`config.mk`:
```
export PLATFORM = sky130hd
export DESIGN_NAME = axi_lite_master_ctrl
export DESIGN_NICKNAME = d
export VERILOG_FILES = /design/src/rtl/axi_lite_master_ctrl.sv
export SDC_FILE = /design/constraint.sdc
export NUM_CORES = 1
export LEC_CHECK = 0
export BUFFER_PORTS_ARGS = -buffer_cell sky130_fd_sc_hd__buf_4
export CORE_MARGIN = 2
export CORE_UTILIZATION = 45
export DETAILED_ROUTE_END_ITERATION = 8
export MAX_ROUTING_LAYER = met4
export PLACE_DENSITY = 0.88
export SKIP_LAST_GASP = 1
export SYNTH_ARGS = -nofsm -noshare
export SYNTH_HDL_FRONTEND = slang
export SYNTH_SLANG_ARGS = --single-unit
```
`constraint.sdc`:
```
create_clock -name clk -period 4.6 [get_ports clk]
set_input_delay 0.92 -clock clk [delete_from_list [all_inputs] [get_ports clk]]
set_output_delay 0.92 -clock clk [all_outputs]
set_load 0.01 [all_outputs]
```
`src/rtl/axi_lite_master_ctrl.sv`:
```
// ---------------------------------------------------------------------------
// axi_lite_master_ctrl
//
// Purpose:
//   Single-outstanding AXI-Lite master. A simple valid/ready command port is
//   turned into one AXI-Lite write (AW + W, then B) or one read (AR, then R).
//   The outcome is reported as a one-cycle rsp_valid pulse that carries the
//   read data and the BRESP/RRESP code. SLVERR and DECERR responses are
//   passed through as-is, and the transaction is never retried.
//
// Parameters:
//   ADDR_WIDTH  AXI-Lite address width (default 32)
//   DATA_WIDTH  data width, 32 or 64 (default 32)
//
// Ports:
//   clk, rst                 clock, asynchronous active-high reset
//   cmd_valid / cmd_ready    command handshake (ready only when idle)
//   cmd_write                1 = write, 0 = read
//   cmd_addr / cmd_wdata / cmd_wstrb   command payload
//   rsp_valid                one-cycle completion pulse
//   rsp_data                 read data (0 after a write), held until the next completion
//   rsp_resp                 captured BRESP/RRESP, held until the next completion
//   busy                     a transaction is in flight
//   aw_* / w_* / b_*         AXI-Lite write address, write data and write response channels
//   ar_* / r_*               AXI-Lite read address and read data channels
// ---------------------------------------------------------------------------
module axi_lite_master_ctrl #(
  parameter int ADDR_WIDTH = 32,
  parameter int DATA_WIDTH = 32
) (
  input  logic                    clk,
  input  logic                    rst,

  input  logic                    cmd_valid,
  output logic                    cmd_ready,
  input  logic                    cmd_write,
  input  logic [ADDR_WIDTH-1:0]   cmd_addr,
  input  logic [DATA_WIDTH-1:0]   cmd_wdata,
  input  logic [DATA_WIDTH/8-1:0] cmd_wstrb,

  output logic                    rsp_valid,
  output logic [DATA_WIDTH-1:0]   rsp_data,
  output logic [1:0]              rsp_resp,
  output logic                    busy,

  output logic [ADDR_WIDTH-1:0]   aw_addr,
  output logic                    aw_valid,
  input  logic                    aw_ready,

  output logic [DATA_WIDTH-1:0]   w_data,
  output logic [DATA_WIDTH/8-1:0] w_strb,
  output logic                    w_valid,
  input  logic                    w_ready,

  input  logic [1:0]              b_resp,
  input  logic                    b_valid,
  output logic                    b_ready,

  output logic [ADDR_WIDTH-1:0]   ar_addr,
  output logic                    ar_valid,
  input  logic                    ar_ready,

  input  logic [DATA_WIDTH-1:0]   r_data,
  input  logic [1:0]              r_resp,
  input  logic                    r_valid,
  output logic                    r_ready
);

  localparam int STRB_WIDTH = DATA_WIDTH / 8;

  localparam logic [2:0] IDLE  = 3'd0;
  localparam logic [2:0] WRITE = 3'd1;
  localparam logic [2:0] WRESP = 3'd2;
  localparam logic [2:0] READ  = 3'd3;
  localparam logic [2:0] RRESP = 3'd4;

  logic [2:0]            state;

  logic [ADDR_WIDTH-1:0] addr_q;
  logic [DATA_WIDTH-1:0] wdata_q;
  logic [STRB_WIDTH-1:0] wstrb_q;

  logic aw_done;
  logic w_done;

  logic cmd_accept;
  logic aw_hs;
  logic w_hs;
  logic ar_hs;
  logic aw_fin;
  logic w_fin;
  logic write_fin;
  logic b_hs;
  logic r_hs;

  assign cmd_accept = (state == IDLE) && cmd_valid;
  assign aw_hs      = aw_valid && aw_ready;
  assign w_hs       = w_valid && w_ready;
  assign ar_hs      = ar_valid && ar_ready;

  // A channel counts as finished if it completed earlier (done flag) or is
  // completing this cycle. The write phase can therefore end in the same
  // cycle as the second handshake, whichever channel that is.
  assign aw_fin    = aw_done || aw_hs;
  assign w_fin     = w_done || w_hs;
  assign write_fin = (state == WRITE) && aw_fin && w_fin;

  // b_ready/r_ready are decoded from state. A stray b_valid/r_valid in any
  // other state can therefore never complete a handshake.
  assign b_ready = (state == WRESP);
  assign r_ready = (state == RRESP);
  assign b_hs    = b_ready && b_valid;
  assign r_hs    = r_ready && r_valid;

  assign cmd_ready = (state == IDLE);
  assign busy      = (state != IDLE);

  // One address register serves both AW and AR. Only one transaction is in
  // flight, so the two can never need different addresses at the same time.
  assign aw_addr = addr_q;
  assign ar_addr = addr_q;
  assign w_data  = wdata_q;
  assign w_strb  = wstrb_q;

  // Main transaction FSM. A write leaves WRITE only when both AW and W are
  // finished. Undefined encodings fall back to IDLE.
  always_ff @(posedge clk or posedge rst) begin
    if (rst) begin
      state <= IDLE;
    end else begin
      case (state)
        IDLE: begin
          if (cmd_valid) begin
            state <= cmd_write ? WRITE : READ;
          end
        end
        WRITE: begin
          if (aw_fin && w_fin) begin
            state <= WRESP;
          end
        end
        WRESP: begin
          if (b_valid) begin
            state <= IDLE;
          end
        end
        READ: begin
          if (ar_hs) begin
            state <= RRESP;
          end
        end
        RRESP: begin
          if (r_valid) begin
            state <= IDLE;
          end
        end
        default: begin
          state <= IDLE;
        end
      endcase
    end
  end

  // The command payload is latched only on acceptance. It stays constant on
  // the AXI channels for the whole transaction, so it is stable while any
  // valid is waiting for its ready.
  always_ff @(posedge clk or posedge rst) begin
    if (rst) begin
      addr_q  <= '0;
      wdata_q <= '0;
      wstrb_q <= '0;
    end else if (cmd_accept) begin
      addr_q  <= cmd_addr;
      wdata_q <= cmd_wdata;
      wstrb_q <= cmd_wstrb;
    end
  end

  // Request-channel valids are registered. They rise the cycle after the
  // command is accepted and fall the cycle after their own handshake, so
  // none of them depends combinationally on a ready.
  always_ff @(posedge clk or posedge rst) begin
    if (rst) begin
      aw_valid <= 1'b0;
      w_valid  <= 1'b0;
      ar_valid <= 1'b0;
    end else begin
      if (cmd_accept && cmd_write) begin
        aw_valid <= 1'b1;
      end else if (aw_hs) begin
        aw_valid <= 1'b0;
      end

      if (cmd_accept && cmd_write) begin
        w_valid <= 1'b1;
      end else if (w_hs) begin
        w_valid <= 1'b0;
      end

      if (cmd_accept && !cmd_write) begin
        ar_valid <= 1'b1;
      end else if (ar_hs) begin
        ar_valid <= 1'b0;
      end
    end
  end

  // The done flags record a channel that finished before its partner. They
  // clear when the write phase ends, so the next write starts from a clean state.
  always_ff @(posedge clk or posedge rst) begin
    if (rst) begin
      aw_done <= 1'b0;
      w_done  <= 1'b0;
    end else if (cmd_accept || write_fin) begin
      aw_done <= 1'b0;
      w_done  <= 1'b0;
    end else if (state == WRITE) begin
      if (aw_hs) begin
        aw_done <= 1'b1;
      end
      if (w_hs) begin
        w_done <= 1'b1;
      end
    end
  end

  // Completion capture. rsp_valid is a one-cycle pulse in the first IDLE
  // cycle after the response handshake; that is also a cycle where
  // cmd_ready is high. rsp_data and rsp_resp hold until the next completion.
  always_ff @(posedge clk or posedge rst) begin
    if (rst) begin
      rsp_valid <= 1'b0;
      rsp_data  <= '0;
      rsp_resp  <= 2'b00;
    end else begin
      rsp_valid <= 1'b0;
      if (b_hs) begin
        rsp_valid <= 1'b1;
        rsp_data  <= '0;
        rsp_resp  <= b_resp;
      end else if (r_hs) begin
        rsp_valid <= 1'b1;
        rsp_data  <= r_data;
        rsp_resp  <= r_resp;
      end
    end
  end

endmodule

```
==> results of run 1 <==
cell type report:
| cell class | count | area, sq um |
|---|---|---|
| Fill cell | 796 | 3602 |
| Sequential cell | 111 | 2778 |
| Timing Repair Buffer | 257 | 1929 |
| Multi-Input combinational cell | 168 | 1453 |
| Tap cell | 136 | 170.2 |
| Clock buffer | 10 | 127.6 |
| Clock inverter | 6 | 85.08 |
| Inverter | 10 | 40.04 |
metal layers:
| metal | track usage (%) | part of all wire [%] | routed length, microns | vias up |
|---|---|---|---|---|
| met1 | 23.85 | 38 | 4310 | 1733 |
| met4 | 7.331 | 1.7 | 197 | 0 |
| met3 | 3.711 | 6.4 | 723 | 18 |
| li1 | - | - | - | 1579 |
| met2 | 35.99 | 54 | 6147 | 157 |
| met5 | - | 0 | 0 | - |
layout by cell type (no fill, tap or decap), drive strengths merged:
master	synthesis	final
a31oi	2	2
a21o	3	3
and4bb	1	1
nand3b	3	3
nor3b	2	2
a22o	18	18
clkbuf	6	10
nand4	1	1
clkinv	0	2
bufinv	0	2
o21ai	3	3
inv	10	10
nand3	3	3
and2	1	1
nor4b	1	1
nor3	2	2
o22ai	3	3
nor2	3	3
a21oi	17	17
a41o	1	1
nor2b	1	1
o41ai	1	1
clkinvlp	0	2
buf	46	257
mux2	68	68
dfrtp	111	111
a221oi	1	1
a31o	1	1
nand4bb	2	2
nand2	30	30
flip-flops by register name, indices dropped and copies added, names as in the netlist, 2 cells and up:
register	count
rsp_resp	2
state	3
ar_addr	32
w_data	32
rsp_data	32
w_strb	4
power breakdown:
part	leakage [nW]	total, W	switching, W	internal, W
clock	0.102	0.000621	0.000316	0.000305
combinational	1.82	0.00179	0.000719	0.00107
sequential	1.39	0.00163	0.000285	0.00134
kinds of logic (layout without fill, tap and decap cells):
logic type / Yosys count / after routing / synth area share (%)
AND/OR/NAND/NOR: 50 / 50 / 5.677
multiplexers: 68 / 68 / 18.08
buffers and inverters: 62 / 283 / 9.040
flip-flops: 111 / 111 / 59.73
AO/OA/AOI/OAI: 50 / 50 / 7.479
worst max-delay path by stage:
stage | end
floorplan | ar_addr[0]
global placement | ar_addr[7]
detailed placement | ar_addr[3]
CTS | busy
global route | busy
finish | busy
stage by stage:
stage                     worst slack, ns  hold WS (ns)  instance area, sq um  utilization, %  power (W)
after floorplan                    0.7493        0.4644                  4651               -   0.002659
after global placement              2.083        0.4718                  6370           62.54   0.003380
after detailed placement            2.023        0.4777                  6370           62.54   0.003456
after CTS                           2.111        0.5008                  6583           64.63   0.004080
after global routing                1.995        0.5141                  6583           64.63   0.004257
final                               2.139        0.4948                  6583           64.63   0.004035
==> summary.json, run 1 <==
{
  "die": {
    "design.die.area_sq_um": 11160,
    "initial_utilization_pct": 45.66,
    "core.rowCount": 37,
    "core_footprint_sq_um": 10180,
    "io_pins": 255,
    "die_height_microns": 105.7,
    "chipWidth_microns": 105.7
  },
  "sta": {
    "hold_violations": 0,
    "post-route-min-period_ns": 2.461,
    "maxClockFrequency_mhz": 406.3,
    "setup_tns_ns": 0,
    "final_min_period_over_clock_period_pct": 53.51,
    "slew-limit-headroom_pct": 33.02,
    "tightestPinTransition_ns": 1.005,
    "rsz0062_at_grt": "no",
    "finalSetupViolations": 0,
    "timing.final.max_slew_violations": 0,
    "clock-skew-final_ns": 0.01016
  },
  "global_route": {
    "vias_in_the_first_global_route": 3437,
    "grt-ovfl-total": 0,
    "total_routing_usage_gr_pct": 20.59,
    "grt_first_pass_wirelength_microns": 17680,
    "grt_antenna_before_repair": 0,
    "grt_max_degree": 72
  },
  "synthesis": {
    "post_synth_instance_area_sq_um": 4651,
    "synth_cells": 341,
    "postSynthRegisterBits": 111,
    "synth.top_cell.area_share_pct": 59.73,
    "synth.lib_cells_used.distinct": 31,
    "ys_seq_area_share_pct": 59.73,
    "ys_async_sr_fraction_pct": 100.0,
    "synth_common_cells": "sky130_fd_sc_hd__dfrtp_1 (111), sky130_fd_sc_hd__mux2_2 (41), sky130_fd_sc_hd__buf_4 (32), sky130_fd_sc_hd__nand2_1 (30), sky130_fd_sc_hd__mux2_4 (20)",
    "dominantRegCellSynth": "sky130_fd_sc_hd__dfrtp_1",
    "yosys.area.top_type": "sky130_fd_sc_hd__dfrtp_1",
    "synth_enable_flop_cells": 0,
    "synthesis.area_per_instance_sq_um": 13.64,
    "yosysWarningCount": 0,
    "synth.most_common_cell": "sky130_fd_sc_hd__dfrtp_1",
    "synth_area_leaders": "sky130_fd_sc_hd__dfrtp_1 (60%), sky130_fd_sc_hd__mux2_2 (9.9%), sky130_fd_sc_hd__mux2_4 (6.5%), sky130_fd_sc_hd__buf_4 (5.2%), sky130_fd_sc_hd__a22o_1 (3.4%)",
    "syn_nets": 454
  },
  "worst_setup_path": {
    "cp_max_fo": 16,
    "setup.worst_path.end_class": "output pin",
    "worst-r2r-cell-count": 3,
    "critical_path_required_ns": 3.68,
    "worstReg2RegEnd": "ar_addr[6]",
    "critPathMaxStageDelay_ns": 0.56,
    "crit_path_top_delay_cell": "sky130_fd_sc_hd__dfrtp_1",
    "crit_cells": 3,
    "cp_top_family": "flip-flops",
    "cp_cell_sequence": "nor3_1 > inv_1 > buf_4",
    "ff2ff_setup_slack_ns": 2.33,
    "worst_setup_path_startpoint": "state[0]",
    "path_class": "reg -> out",
    "r2r_start": "state[1]",
    "critical_path_buf_inv_count": 2,
    "startpoint_type": "register",
    "worst-endpoint-arrival_ns": 1.54
  },
  "route": {
    "via_per_inst": 4.996,
    "final_antenna_net_count": 0,
    "avgRoutedWirePerCell_microns": 16.30,
    "wl_microns": 11380,
    "route.detailed.drc": 0,
    "route.vias.total": 3487,
    "drt_pre_antenna_iters": 4,
    "dr.first_iter.drc_count": 167
  },
  "clock_tree": {
    "htree_levels": 3,
    "cts_made_buffers": 9,
    "clkLatencyLatePin_ns": 0.37,
    "tritoncts": "done",
    "numClockSinks": 111,
    "post_cts_hold_fix_bufs": 0,
    "cts.repair_timing.setup_buffer_count": 0,
    "ctsLongestPathBuffers": 2,
    "postCtsResizedCells": 0,
    "cts.root.buffer_cell": "sky130_fd_sc_hd__clkbuf_8",
    "clk_pin_slew_ns": 0.10
  },
  "worst_hold_path": {
    "holdCritPathClass": "reg -> reg",
    "worstHoldStart": "w_data[0]",
    "hold_end": "w_data[0]",
    "whs_path_depth": 1
  },
  "pwr": {
    "vdd_ir_drop_max_v": 0.0003875,
    "power_density_nw_per_um2": 613.0,
    "total_leakage_power_nw": 3.315
  },
  "flow_run": {
    "drv.max_cap_violation_count": 0
  },
  "finish": {
    "finish.cell_count_without_fillers": 698,
    "layout-area-overhead-vs-synth_pct": 41.54,
    "num-nets-final": 670,
    "antennaDiodeCount": 0,
    "final_layout_size_suffix_gt1_share_pct": 59.96
  },
  "run_status": {
    "run_status": "completed"
  },
  "placed_design": {
    "portBuffers": 254,
    "dp_hpwl_microns": 8595,
    "finalWeightedCongestion": 0.8197,
    "numPlacedInstances": 682
  }
}
Note: power is estimated with default switching activity, not from simulation.
==> run 2: changes to the inputs <==
- ABC_AREA: default -> 1
- clock period: 4.6 -> 2.5 ns (I/O delays scaled with it)
==> run 2 against run 1 <==
Compared with the run above: worst hold slack worse by 0.24 ns; synthesized cell count is 56% higher; via count is 23% higher; sequential cell count stayed put; core utilization is 0.50 points higher; combinational power is 110% higher; design area is 0.78% higher; critical path depth is 5 higher; setup slack worse by 1.6 ns; non-clock buffer count is 3 higher; global-route usage is 2.0 points higher; sequential power is 93% higher; critical endpoint is now w_valid; largest power group unchanged.
==> summary.json, run 2 <==
{
  "run_status": {
    "run_status": "completed"
  },
  "global_route": {
    "grt_antenna_before_repair": {"value": 0, "change": "unchanged"},
    "grt_max_degree": {"value": 112, "change": "+56%"},
    "vias_in_the_first_global_route": {"value": 4174, "change": "+21%"},
    "grt_use_met3": {"value": 3.649, "unit": "%", "change": "-0.062 points"},
    "met2_demand_to_capacity_share_in_global_routing": {"value": 38.53, "unit": "%", "change": "+2.5 points"},
    "total_routing_usage_gr": {"value": 22.59, "unit": "%", "change": "+2.0 points"},
    "groute.layer.met1.usage": {"value": 26.99, "unit": "%", "change": "+3.1 points"},
    "grt-ovfl-total": {"value": 0, "change": "unchanged"},
    "grt_first_pass_wirelength": {"value": 19800, "unit": "microns", "change": "+12%"},
    "global_route.peak_usage_layer": "met2"
  },
  "clock_tree": {
    "cts.root.buffer_cell": "sky130_fd_sc_hd__clkbuf_8",
    "clkLatencyLatePin": {"value": 0.37, "unit": "ns", "change": "about the same"},
    "cts_made_buffers": {"value": 9, "change": "unchanged"},
    "ctsLongestPathBuffers": {"value": 2, "change": "unchanged"},
    "tritoncts": "done",
    "cts.repair_timing.setup_buffer_count": {"value": 0, "change": "unchanged"},
    "post_cts_hold_fix_bufs": {"value": 0, "change": "unchanged"},
    "numClockSinks": {"value": 111, "change": "unchanged"},
    "htree_levels": {"value": 3, "change": "unchanged"},
    "postCtsResizedCells": {"value": 0, "change": "unchanged"},
    "clk_pin_slew": {"value": 0.10, "unit": "ns", "change": "about the same"}
  },
  "sta": {
    "final_min_period_over_clock_period_pct": 78.87,
    "post-route-min-period_ns": 1.972,
    "clock-skew-final": {"value": 0.01463, "unit": "ns", "change": "+0.004462 ns"},
    "finalSetupViolations": {"value": 0, "change": "unchanged"},
    "timing.final.max_slew_violations": {"value": 0, "change": "unchanged"},
    "slew-limit-headroom": {"value": 59.80, "unit": "%", "change": "+27 points"},
    "maxClockFrequency_mhz": 507.1,
    "hold_violations": {"value": 0, "change": "unchanged"},
    "rsz0062_at_grt": "no",
    "tightestPinTransition": {"value": 0.6030, "unit": "ns", "change": "-0.4016 ns"},
    "setup_tns": {"value": 0, "unit": "ns", "change": "unchanged"}
  },
  "placed_design": {
    "portBuffers": {"value": 254, "change": "unchanged"},
    "finalWeightedCongestion": {"value": 0.8209, "change": "+0.15%"},
    "numPlacedInstances": {"value": 869, "change": "+27%"},
    "dpl_cell_area": {"value": 6439, "unit": "sq um", "change": "+1.1%"},
    "dp_hpwl": {"value": 9030, "unit": "microns", "change": "+5.1%"}
  },
  "worst_setup_path": {
    "ff2ff_setup_slack": {"value": 0.53, "unit": "ns", "change": "-1.80 ns"},
    "worst-endpoint-arrival": {"value": 2.22, "unit": "ns", "change": "+0.68 ns"},
    "cp_max_fo": {"value": 46, "change": "+30"},
    "r2r_start": "state[1]",
    "worstReg2RegEnd": "w_valid",
    "startpoint_type": "register",
    "setup.worst_path.end_class": "register",
    "critical_path_required": {"value": 2.75, "unit": "ns", "change": "-0.93 ns"},
    "worst_setup_path_startpoint": "state[1]",
    "worst-r2r-cell-count": {"value": 8, "change": "+5"},
    "crit_path_end": "w_valid",
    "path_class": "reg -> reg"
  },
  "route": {
    "avgRoutedWirePerCell": {"value": 14.04, "unit": "microns", "change": "-14%"},
    "final_antenna_net_count": {"value": 0, "change": "unchanged"},
    "route.vias.total": {"value": 4281, "change": "+23%"},
    "drt_pre_antenna_iters": {"value": 4, "change": "unchanged"},
    "dr.first_iter.drc_count": {"value": 271, "change": "+62%"},
    "route.detailed.drc": {"value": 0, "change": "unchanged"},
    "wl": {"value": 12420, "unit": "microns", "change": "+9.2%"},
    "via_per_inst": {"value": 4.837, "change": "-3.2%"}
  },
  "synthesis": {
    "postSynthRegisterBits": {"value": 111, "change": "unchanged"},
    "synthesis.area_per_instance": {"value": 8.744, "unit": "sq um", "change": "-36%"},
    "yosysWarningCount": {"value": 0, "change": "unchanged"},
    "synth_area_leaders": "sky130_fd_sc_hd__dfrtp_1 (60%), sky130_fd_sc_hd__nand2_1 (20%), sky130_fd_sc_hd__nand3_1 (7.6%), sky130_fd_sc_hd__buf_4 (5.2%), sky130_fd_sc_hd__buf_2 (1.2%)",
    "post_synth_instance_area": {"value": 4652, "unit": "sq um", "change": "about the same"},
    "dominantRegCellSynth": "sky130_fd_sc_hd__dfrtp_1",
    "syn_nets": {"value": 645, "change": "+42%"},
    "synth.most_common_cell": "sky130_fd_sc_hd__nand2_1",
    "synth.lib_cells_used.distinct": {"value": 22, "change": "-29%"},
    "synth_enable_flop_cells": {"value": 0, "change": "unchanged"},
    "synth_cells": {"value": 532, "change": "+56%"},
    "ys_async_sr_fraction": {"value": 100.0, "unit": "%", "change": "unchanged"},
    "synth_common_cells": "sky130_fd_sc_hd__nand2_1 (249), sky130_fd_sc_hd__dfrtp_1 (111), sky130_fd_sc_hd__nand3_1 (71), sky130_fd_sc_hd__buf_4 (32)",
    "yosys.area.top_type": "sky130_fd_sc_hd__dfrtp_1",
    "synth.top_cell.area_share": {"value": 59.71, "unit": "%", "change": "about the same"},
    "ys_seq_area_share": {"value": 59.71, "unit": "%", "change": "about the same"}
  },
  "pwr": {
    "total_leakage_power": {"value": 3.853, "unit": "nW", "change": "+16%"},
    "switching_power": {"value": 0.003099, "unit": "W", "change": "+140%"},
    "vdd_ir_drop_max": {"value": 0.0006579, "unit": "V", "change": "+70%"},
    "clkPwrFrac": {"value": 13.2, "unit": "%", "change": "-2.2 points"},
    "power_share_of_the_sequential_group": {"value": 39.4, "unit": "%", "change": "-0.9 points"},
    "p_sw_share": {"value": 38.84, "unit": "%", "change": "+6.2 points"},
    "power_frac_comb": {"value": 47.4, "unit": "%", "change": "+3.1 points"},
    "power_density": {"value": 1203, "unit": "nW/um^2", "change": "+96%"},
    "p_int": {"value": 0.004879, "unit": "W", "change": "+80%"}
  },
  "finish": {
    "finish.cell_count_without_fillers": {"value": 885, "change": "+27%"},
    "design_area": {"value": 6634, "unit": "sq um", "change": "+0.78%"},
    "antennaDiodeCount": {"value": 0, "change": "unchanged"},
    "number_of_fill_cells_in_the_layout": {"value": 835, "change": "+4.9%"},
    "layout_common_cells": "sky130_fd_sc_hd__buf_4 (258), sky130_fd_sc_hd__nand2_1 (249), sky130_fd_sc_hd__dfrtp_1 (111), sky130_fd_sc_hd__nand3_1 (71), sky130_fd_sc_hd__nor2_1 (14)",
    "num-nets-final": {"value": 857, "change": "+28%"},
    "final_layout_size_suffix_gt1_share": {"value": 37.65, "unit": "%", "change": "-22 points"},
    "finish.utilization": {"value": 65.14, "unit": "%", "change": "+0.50 points"},
    "layout-area-overhead-vs-synth_pct": 42.60,
    "leading_cell_type_in_the_layout_fill_and_taps_excluded": "sky130_fd_sc_hd__buf_4"
  },
  "die": {
    "die_height": {"value": 105.7, "unit": "microns", "change": "about the same"},
    "core.rowCount": {"value": 37, "change": "unchanged"},
    "core_footprint": {"value": 10180, "unit": "sq um", "change": "unchanged"},
    "chipWidth": {"value": 105.7, "unit": "microns", "change": "about the same"},
    "design.die.area": {"value": 11170, "unit": "sq um", "change": "about the same"},
    "io_pins": {"value": 255, "change": "unchanged"},
    "initial_utilization": {"value": 45.68, "unit": "%", "change": "about the same"}
  },
  "worst_hold_path": {
    "holdCritPathClass": "in -> async"
  },
  "flow_run": {
    "drv.max_cap_violation_count": {"value": 0, "change": "unchanged"}
  }
}
[run 2: per-stage QoR]
step	worst slack (ns)	power (W)	hold WS, ns
after floorplan	0.6565	0.005178	0.5154
final	0.5282	0.007978	0.2546
after detailed placement	0.5737	0.006988	0.4660
after global routing	0.3751	0.008522	0.3034
after global placement	0.6499	0.006832	0.4631
after CTS	0.5301	0.008041	0.3022
[run 2: power groups by stage]
| stage | combinational [W] | clock (W) | sequential (W) |
|---|---|---|---|
| finish | 0.00378 | 0.00105 | 0.00314 |
| global route | 0.00414 | 0.00114 | 0.00324 |
| CTS | 0.00383 | 0.00107 | 0.00314 |
| detailed placement | 0.00383 | 0 | 0.00316 |
| global placement | 0.00371 | 0 | 0.00312 |
| floorplan | 0.00176 | 0 | 0.00342 |
[run 2: cell families after synthesis]
kind of cell / synth area share [%]
buf+inv: 8.956
simple gates: 30.29
compound gates: 1.049
flops: 59.71
[run 2: metal layers]
metal / part of all wire, % / vias to the layer above
met3: 6.7 / 22
li1: - / 2051
met4: 2.1 / 0
met2: 51 / 172
met1: 40 / 2036
met5: 0 / -
[run 2: critical path, cell delays in order (launching register included)]
cell and delay, ns:
sky130_fd_sc_hd__dfrtp_1 0.45, sky130_fd_sc_hd__nor2_1 0.10, sky130_fd_sc_hd__inv_2 0.09, sky130_fd_sc_hd__nor2_4 0.05
sky130_fd_sc_hd__nand2_4 0.26, sky130_fd_sc_hd__clkinv_2 0.38, sky130_fd_sc_hd__buf_12 0.31, sky130_fd_sc_hd__nand2_1 0.11
sky130_fd_sc_hd__o21ai_0 0.08
[run 2: final cells by class]
class / instances / area (sq um) / area share, %
clock buffer: 14 / 182.7 / 2.754
clock inverter: 2 / 12.51 / 0.1886
timing repair buffer: 260 / 1977 / 29.80
sequential: 111 / 2778 / 41.87
inverter: 12 / 50.05 / 0.7544
tap: 136 / 170.2 / 2.565
multi-input combinational: 350 / 1464 / 22.07
[run 2: how the worst min path moves through the flow]
stage | start | endpoint | slack, ns
after floorplan | w_data[0] | w_data[0] | 0.52
after detailed placement | w_data[9] | w_data[9] | 0.47
after global placement | w_data[29] | w_data[29] | 0.46
final | rst | rsp_data[27] | 0.25
after CTS | cmd_wdata[29] | w_data[29] | 0.30
after global routing | rst | rsp_data[20] | 0.30
